==> src/rtl/miner_io_pkg.sv <==
// Shared types and default sizing for the miner work/result I/O block.
package miner_io_pkg;

    localparam int unsigned DEF_WORD_W     = 32;
    localparam int unsigned DEF_NUM_WORDS  = 11;
    localparam int unsigned DEF_FIFO_DEPTH = 4;

    typedef enum logic {
        IDLE = 1'b0,
        LOAD = 1'b1
    } load_state_e;

endpackage

==> src/rtl/sync_fifo.sv <==
// Small synchronous FIFO with extra-MSB pointers; head is always the oldest entry.
module sync_fifo #(
    parameter int unsigned WIDTH = 32,
    parameter int unsigned DEPTH = 4
) (
    input  logic             clk,
    input  logic             rst_n,
    input  logic             i_push,
    input  logic [WIDTH-1:0] i_data,
    input  logic             i_pop,
    output logic             o_full,
    output logic             o_empty,
    output logic [WIDTH-1:0] o_head
);

    localparam int unsigned AW = $clog2(DEPTH);
    localparam int unsigned PW = AW + 1;

    logic [PW-1:0]    r_wr_ptr;
    logic [PW-1:0]    r_rd_ptr;
    logic [WIDTH-1:0] r_mem [DEPTH];
    logic             w_push;
    logic             w_pop;

    // A pop frees a slot in the same cycle, so a push to a full FIFO is accepted alongside it
    assign w_pop  = i_pop && !o_empty;
    assign w_push = i_push && (!o_full || w_pop);

    assign o_empty = (r_wr_ptr == r_rd_ptr);
    assign o_full  = (r_wr_ptr[AW] != r_rd_ptr[AW]) &&
                     (r_wr_ptr[AW-1:0] == r_rd_ptr[AW-1:0]);
    assign o_head  = r_mem[r_rd_ptr[AW-1:0]];

    // Storage and pointer update
    always_ff @(posedge clk) begin
        if (!rst_n) begin
            r_wr_ptr <= '0;
            r_rd_ptr <= '0;
            for (int unsigned i = 0; i < DEPTH; i++) begin
                r_mem[i] <= '0;
            end
        end else begin
            if (w_push) begin
                r_mem[r_wr_ptr[AW-1:0]] <= i_data;
                r_wr_ptr                <= r_wr_ptr + PW'(1);
            end
            if (w_pop) begin
                r_rd_ptr <= r_rd_ptr + PW'(1);
            end
        end
    end

endmodule

==> src/rtl/miner_work_io.sv <==
// Serial work-frame loader and golden-nonce result queue for a hashing core.
module miner_work_io
    import miner_io_pkg::*;
#(
    parameter int unsigned WORD_W     = DEF_WORD_W,
    parameter int unsigned NUM_WORDS  = DEF_NUM_WORDS,
    parameter int unsigned FIFO_DEPTH = DEF_FIFO_DEPTH
) (
    input  logic                        clk,
    input  logic                        rst_n,
    input  logic                        ready,
    input  logic [WORD_W-1:0]           serial_in,
    output logic [NUM_WORDS*WORD_W-1:0] work_data,
    output logic                        work_valid,
    output logic                        load_busy,
    input  logic                        core_hit,
    input  logic [WORD_W-1:0]           core_nonce,
    input  logic                        result_ack,
    output logic                        hit,
    output logic [WORD_W-1:0]           serial_out,
    output logic                        overflow
);

    localparam int unsigned CNT_W   = $clog2(NUM_WORDS + 1);
    localparam int unsigned FRAME_W = NUM_WORDS * WORD_W;

    load_state_e        r_state;
    logic [CNT_W-1:0]   r_count;
    logic [FRAME_W-1:0] r_shadow;
    logic [FRAME_W-1:0] r_work_data;
    logic               r_work_valid;
    logic               r_overflow;

    logic [CNT_W-1:0]   w_idx;
    logic               w_last;
    logic [FRAME_W-1:0] w_frame;
    logic               w_full;
    logic               w_empty;

    // Slot index of the word on serial_in this cycle; IDLE always starts a new frame
    assign w_idx  = (r_state == IDLE) ? '0 : r_count;
    assign w_last = (w_idx == CNT_W'(NUM_WORDS - 1));

    // Shadow frame with the current word merged in; word 0 lands in the MS slot
    always_comb begin
        w_frame = r_shadow;
        for (int unsigned k = 0; k < NUM_WORDS; k++) begin
            if (w_idx == CNT_W'(k)) begin
                w_frame[(NUM_WORDS-1-k)*WORD_W +: WORD_W] = serial_in;
            end
        end
    end

    // Loader FSM: accumulate into the shadow, publish to work_data only on the last word
    always_ff @(posedge clk) begin
        if (!rst_n) begin
            r_state      <= IDLE;
            r_count      <= '0;
            r_shadow     <= '0;
            r_work_data  <= '0;
            r_work_valid <= 1'b0;
        end else begin
            r_work_valid <= 1'b0;
            if (ready) begin
                if (w_last) begin
                    r_work_data  <= w_frame;
                    r_work_valid <= 1'b1;
                    r_shadow     <= '0;
                    r_state      <= IDLE;
                    r_count      <= '0;
                end else begin
                    r_shadow <= w_frame;
                    r_state  <= LOAD;
                    r_count  <= CNT_W'(w_idx + CNT_W'(1));
                end
            end else begin
                if (r_state == LOAD) begin
                    r_shadow <= '0;
                end
                r_state <= IDLE;
                r_count <= '0;
            end
        end
    end

    // Sticky flag for a nonce lost to a full queue with no simultaneous pop
    always_ff @(posedge clk) begin
        if (!rst_n) begin
            r_overflow <= 1'b0;
        end else if (core_hit && w_full && !result_ack) begin
            r_overflow <= 1'b1;
        end
    end

    sync_fifo #(
        .WIDTH (WORD_W),
        .DEPTH (FIFO_DEPTH)
    ) u_result_fifo (
        .clk     (clk),
        .rst_n   (rst_n),
        .i_push  (core_hit),
        .i_data  (core_nonce),
        .i_pop   (result_ack),
        .o_full  (w_full),
        .o_empty (w_empty),
        .o_head  (serial_out)
    );

    assign work_data  = r_work_data;
    assign work_valid = r_work_valid;
    assign load_busy  = (r_state == LOAD);
    assign hit        = !w_empty;
    assign overflow   = r_overflow;

endmodule
==> config.mk <==
export PLATFORM = sky130hd
export DESIGN_NAME = miner_work_io
export DESIGN_NICKNAME = d
export VERILOG_FILES = /design/src/rtl/miner_io_pkg.sv /design/src/rtl/sync_fifo.sv /design/src/rtl/miner_work_io.sv
export SDC_FILE = /design/constraint.sdc
export NUM_CORES = 1
export LEC_CHECK = 0
export CORE_MARGIN = 2
export CORE_UTILIZATION = 30
export DETAILED_ROUTE_END_ITERATION = 10
export GPL_ROUTABILITY_DRIVEN = 0
export PLACE_DENSITY = 0.55
export SLEW_MARGIN = 0
export SYNTH_ARGS = -nofsm -noshare
export SYNTH_HDL_FRONTEND = slang
export SYNTH_SLANG_ARGS = --single-unit
==> constraint.sdc <==
create_clock -name clk -period 5.1 [get_ports clk]
set_clock_uncertainty 0.15 [all_clocks]
set_input_delay 1.02 -clock clk [delete_from_list [all_inputs] [get_ports clk]]
set_output_delay 1.02 -clock clk [all_outputs]
set_load 0.02 [all_outputs]
# Word-level counts from Yosys, hierarchy flattened
# Memories as Yosys holds them, arrays and structs flattened. A register that Yosys moved wholly into a read port is not among the register bits.
# Index checks and enable logic that the tools add are counted.
# totals
mem_bits_rw	128
n_memories	1
output_inout_bits	388
reg_bits	717
# classes
addsub	3
reduce_logical	15
n_bitwise	2
eq_ne	13
muxes	26
# mem_list
name	depth	width	read_ports	rd_ports_with_merged_regs	wr	line_no	rtl
u_result_fifo.r_mem	4	32	1	1	4	sync_fifo.sv:21	logic [WIDTH-1:0] r_mem [DEPTH];
# ops
op	n
$mux 352	3
$mux 32	12
$reduce_or 32->1	1
$eq 4x3->1 const B	4
$eq 4x4->1 const B	3
$eq 4x2->1 const B	2
$mux 1	7
$add 3x1->3 const B	2
$mux 2	3
$logic_and 1x1->1	5
$add 4x1->4 const B	1
$eq 4x1->1 const B	1
$logic_not 4->1	1
$mux 4	1
$reduce_and 2->1	2
$eq 3x3->1	1
$logic_not 1->1	3
$reduce_or 3->1	1
$eq 2x2->1	1
$not 1->1	2
$reduce_bool 2->1	1
$logic_or 1x1->1	1
$ne 1x1->1	1

# Logic depth before layout (Yosys ltp)
# logic_depth
ltp_word	10
mapped_depth	10
ltp_nobuf	6

# Cells and area by module
# A second synthesis with hierarchy kept.
# hier_totals
cells_unflattened	3433
hier_area_um2	33497.1
# by_module_without_submodules
mod	cells_each	area_per_inst_um2	n_inst	seq_area_each_um2
miner_work_io	3019	27199.8	1	13593.0
sync_fifo	414	6297.3	1	4003.8

# Worst setup path after synthesis
# Ideal clock, no wire load.
# synth_timing
kind	input port to flip-flop
from	input result_ack
to	memory u_result_fifo.r_mem[3][0], enable pin
required_ns	4.484
path_stages	2
setup_slack_ns	1.014
setup_time_ns	0.466
arrival_ns	3.470
path_cell_list	o41ai_1 > o21ai_0
# synth_lines
item	line_no	rtl
start: declaration	miner_work_io.sv:18	input logic result_ack,
end: declaration	sync_fifo.sv:21	

==> results.tsv <==
stage	metric	value	unit
run_status	status	completed	
floorplanning	start_util	30.2	%
job	cap_violations	0	
global_routing	antenna_found_initial	3	
cts	clkSlewWorstSetupHoldPaths	60	ps
yosys	synth_ff_type	dfxtp_1	
sta	setup_slack	1200	ps
cts	ctsHoldBuffers	0	
floorplanning	core-area	101000	um^2
yosys	ys_seq_area_share	57.5	%
placed_design	dpl_cell_area	36200	um^2
final_layout	fillers	9948	
critical_path	critPathMaxStageDelay	650	ps
sta	max-slew-margin-rel	14.0	%
yosys	synthCells	3116	
global_routing	grt_first_pass_wirelength	154000	um
final_layout	drive_above_1_share	8.35	%
critical_path	worst_setup_path_start_kind	flop	
sta	final.period_utilization	76.4	%
placed_design	hpwl	66100	um
yosys	syn_avg_cell_area	9.82	um^2
global_routing	grt_pass1_vias	22800	
sta	final.min_clock_period	3900	ps
critical_path	crit_type	reg2out	
hold_path	min_path_type	reg2reg	
hold_path	hp-start	work_data[26]	
final_layout	syn2layout_area_growth	28.5	%
route	routed_via_density	5.11	
global_routing	grt-ovfl-total	0	
yosys	syn_nets	3191	
sta	finalHoldViolations	0	
route	ant_nets	0	
sta	fmax	257	MHz
sta	setup-tns-final	0	ps
critical_path	crit_family	buffers and inverters	
cts	clockBufferDepth	3	
yosys	syn-cell-area	30600	um^2
cts	clk_latency	650	ps
power_and_ir_drop	p_leak	13.5	nW
sta	rsz0062_at_grt	no	
cts	clkSinkCount	815	
critical_path	crit_buf_inv	2	
floorplanning	die_area	105000	um^2
critical_path	cp.required	3930	ps
route	avgRoutedWirePerCell	21.9	um
cts	cts_buffers	91	
power_and_ir_drop	p_per_area	366	nW/um^2
route	remaining_drc_errors	0	
yosys	synthArstFlopShare	0	%
final_layout	final_area	39300	um^2
cts	cts_setup_buffers	0	
route	drt_wl_total	106000	um
yosys	synth-seq-cells	815	
cts	post_cts_resized	0	
sta	slew_viol_final	0	
yosys	ys_types	39	
final_layout	layout.nets	3480	
floorplanning	die_x	323	um
route	vias	24700	
cts	clk_root_buffer_cell	clkbuf_16	
sta	tightest_slew	1290	ps
route	drt_iter0_drc	2188	
route	firstDrtPassIters	5	
floorplanning	io_pins	457	
critical_path	critPathMaxFanout	32	
global_routing	track_usage	19.5	%
cts	htree_levels	3	
critical_path	cp_slowest_cell	mux4_2	
yosys	yosysWarnings	0	
placed_design	io_buffers	456	
critical_path	rrSetupSlack	1690	ps
global_routing	grt_start_max_net_pins	111	
sta	setup_violations	0	
final_layout	finish.utilization	38.8	%
placed_design	post-place-ws	1010	ps
critical_path	worstPathArrival	2730	ps
critical_path	worstPathCellList	buf_4 -> mux4_2 -> clkdlybuf4s50_1	
power_and_ir_drop	irDropWorstVdd	0.236	mV
floorplanning	die_y	323	um
critical_path	cp-end-kind	output pin	
power_and_ir_drop	p_total	14.4	mW
cts	cts_tree	yes	
floorplanning	rows	117	
critical_path	r2r_start	load_busy	
yosys	synth_edf_count	128	
==> stage by stage <==
step / hold slack [ps] / cells
after floorplan: 289 / 3116
after global placement: 302 / 4680
after detailed placement: 304 / 4680
after CTS: 313 / 4843
after global routing: 329 / 4843
final: 310 / 4845
==> path summary, 6_finish.rpt <==
path | to | cells after the start
setup / recovery | serial_out[7] | 3
hold / removal | work_data[26] | 2
setup reg to reg | r_shadow[54] | 7
hold reg to reg | work_data[26] | 2
==> per-layer routing <==
| metal | wire length [um] | part of all wire, % | track usage (%) | vias to the layer above |
|---|---|---|---|---|
| li1 | - | - | - | 11700 |
| met4 | 2370 | 2.2 | 5.11 | 0 |
| met1 | 50400 | 48 | 28.6 | 12100 |
| met3 | 6960 | 6.6 | 3.81 | 125 |
| met2 | 46200 | 44 | 29.1 | 829 |
| met5 | 0 | 0 | 0 | - |
==> cells in the mapped netlist, types with 2 or more instances <==
cell      instances  area share [%]
nand2_1         717             8.8
dfxtp_1         687              45
o21ai_0         324             5.3
a22o_1          320             9.2
a31oi_1         320             6.5
clkbuf_1        224             2.7
and2_1          140             2.9
edfxtp_1        128              13
buf_2            99             1.6
a21boi_0         32            0.79
mux4_2           32             2.4
nor2_1           14            0.17
o21ai_1          10            0.16
buf_6             9            0.33
buf_1             6           0.074
ha_1              6            0.25
nand3_1           5           0.082
nand4b_1          5            0.14
and4b_1           4            0.13
inv_1             4           0.049
xnor2_1           4            0.11
nand2b_1          3           0.061
and3_1            2           0.041
and3b_4           2           0.082
o31ai_1           2           0.049
or3_1             2           0.041
xor2_1            2           0.057
xor2_2            2            0.11
==> registers in the layout (all words and copies together), names as in the netlist, named ones only <==
register                count
load_busy                   1
work_valid                  1
work_data                 352
overflow                    1
u_result_fifo.r_wr_ptr      3
r_shadow                  320
u_result_fifo.r_mem       128
r_count                     4
u_result_fifo.r_rd_ptr      3
==> area by class of cell <==
class / count / area [um^2] / area share, %
Clock inverter: 33 / 484 / 1.23
Clock buffer: 130 / 2640 / 6.70
Antenna cell: 2 / 5.00 / 0.0127
Multi-Input combinational cell: 1959 / 11600 / 29.6
Sequential cell: 815 / 17600 / 44.8
Inverter: 4 / 15.0 / 0.0382
Tap cell: 1368 / 1710 / 4.35
Timing Repair Buffer: 534 / 5240 / 13.3
==> power breakdown <==
group,switching [mW],internal [mW]
clock,2.74,4.07
sequential,0.0472,6.62
combinational,0.568,0.353
total,3.35,11.0
==> cells by family after synthesis <==
logic type	Yosys count	share of synthesized area, %
AOI/OAI and AO/OA	1014	22.2
xor gates and xnor gates	8	0.278
DFF	815	57.5
and+or+nand+nor	899	12.6
adders and majority gates	6	0.245
buffers and inverters	342	4.82
muxes	32	2.36
==> cell usage in the layout (no fill, tap or decap), types with 6 or more instances in the layout <==
| cell | n |
|---|---|
| o21ai_2 | 8 |
| ha_1 | 6 |
| clkdlybuf4s50_1 | 455 |
| a31oi_1 | 320 |
| and2_1 | 137 |
| buf_4 | 71 |
| nand2_1 | 716 |
| clkbuf_16 | 92 |
| o21ai_0 | 323 |
| clkbuf_1 | 19 |
| nor2_2 | 8 |
| mux4_2 | 32 |
| buf_12 | 7 |
| a22o_1 | 320 |
| dfxtp_1 | 685 |
| a21boi_0 | 32 |
| edfxtp_1 | 128 |
| clkinv_2 | 10 |
| clkbuf_8 | 19 |
| bufinv_16 | 9 |
==> tightest hold or removal path, delay by kind of cell (launching register included) <==
family	cells	cell delay, ps
flops	1	310
compound gates	1	60
simple gates	1	40
No activity file was read; power rests on OpenSTA's default activity.
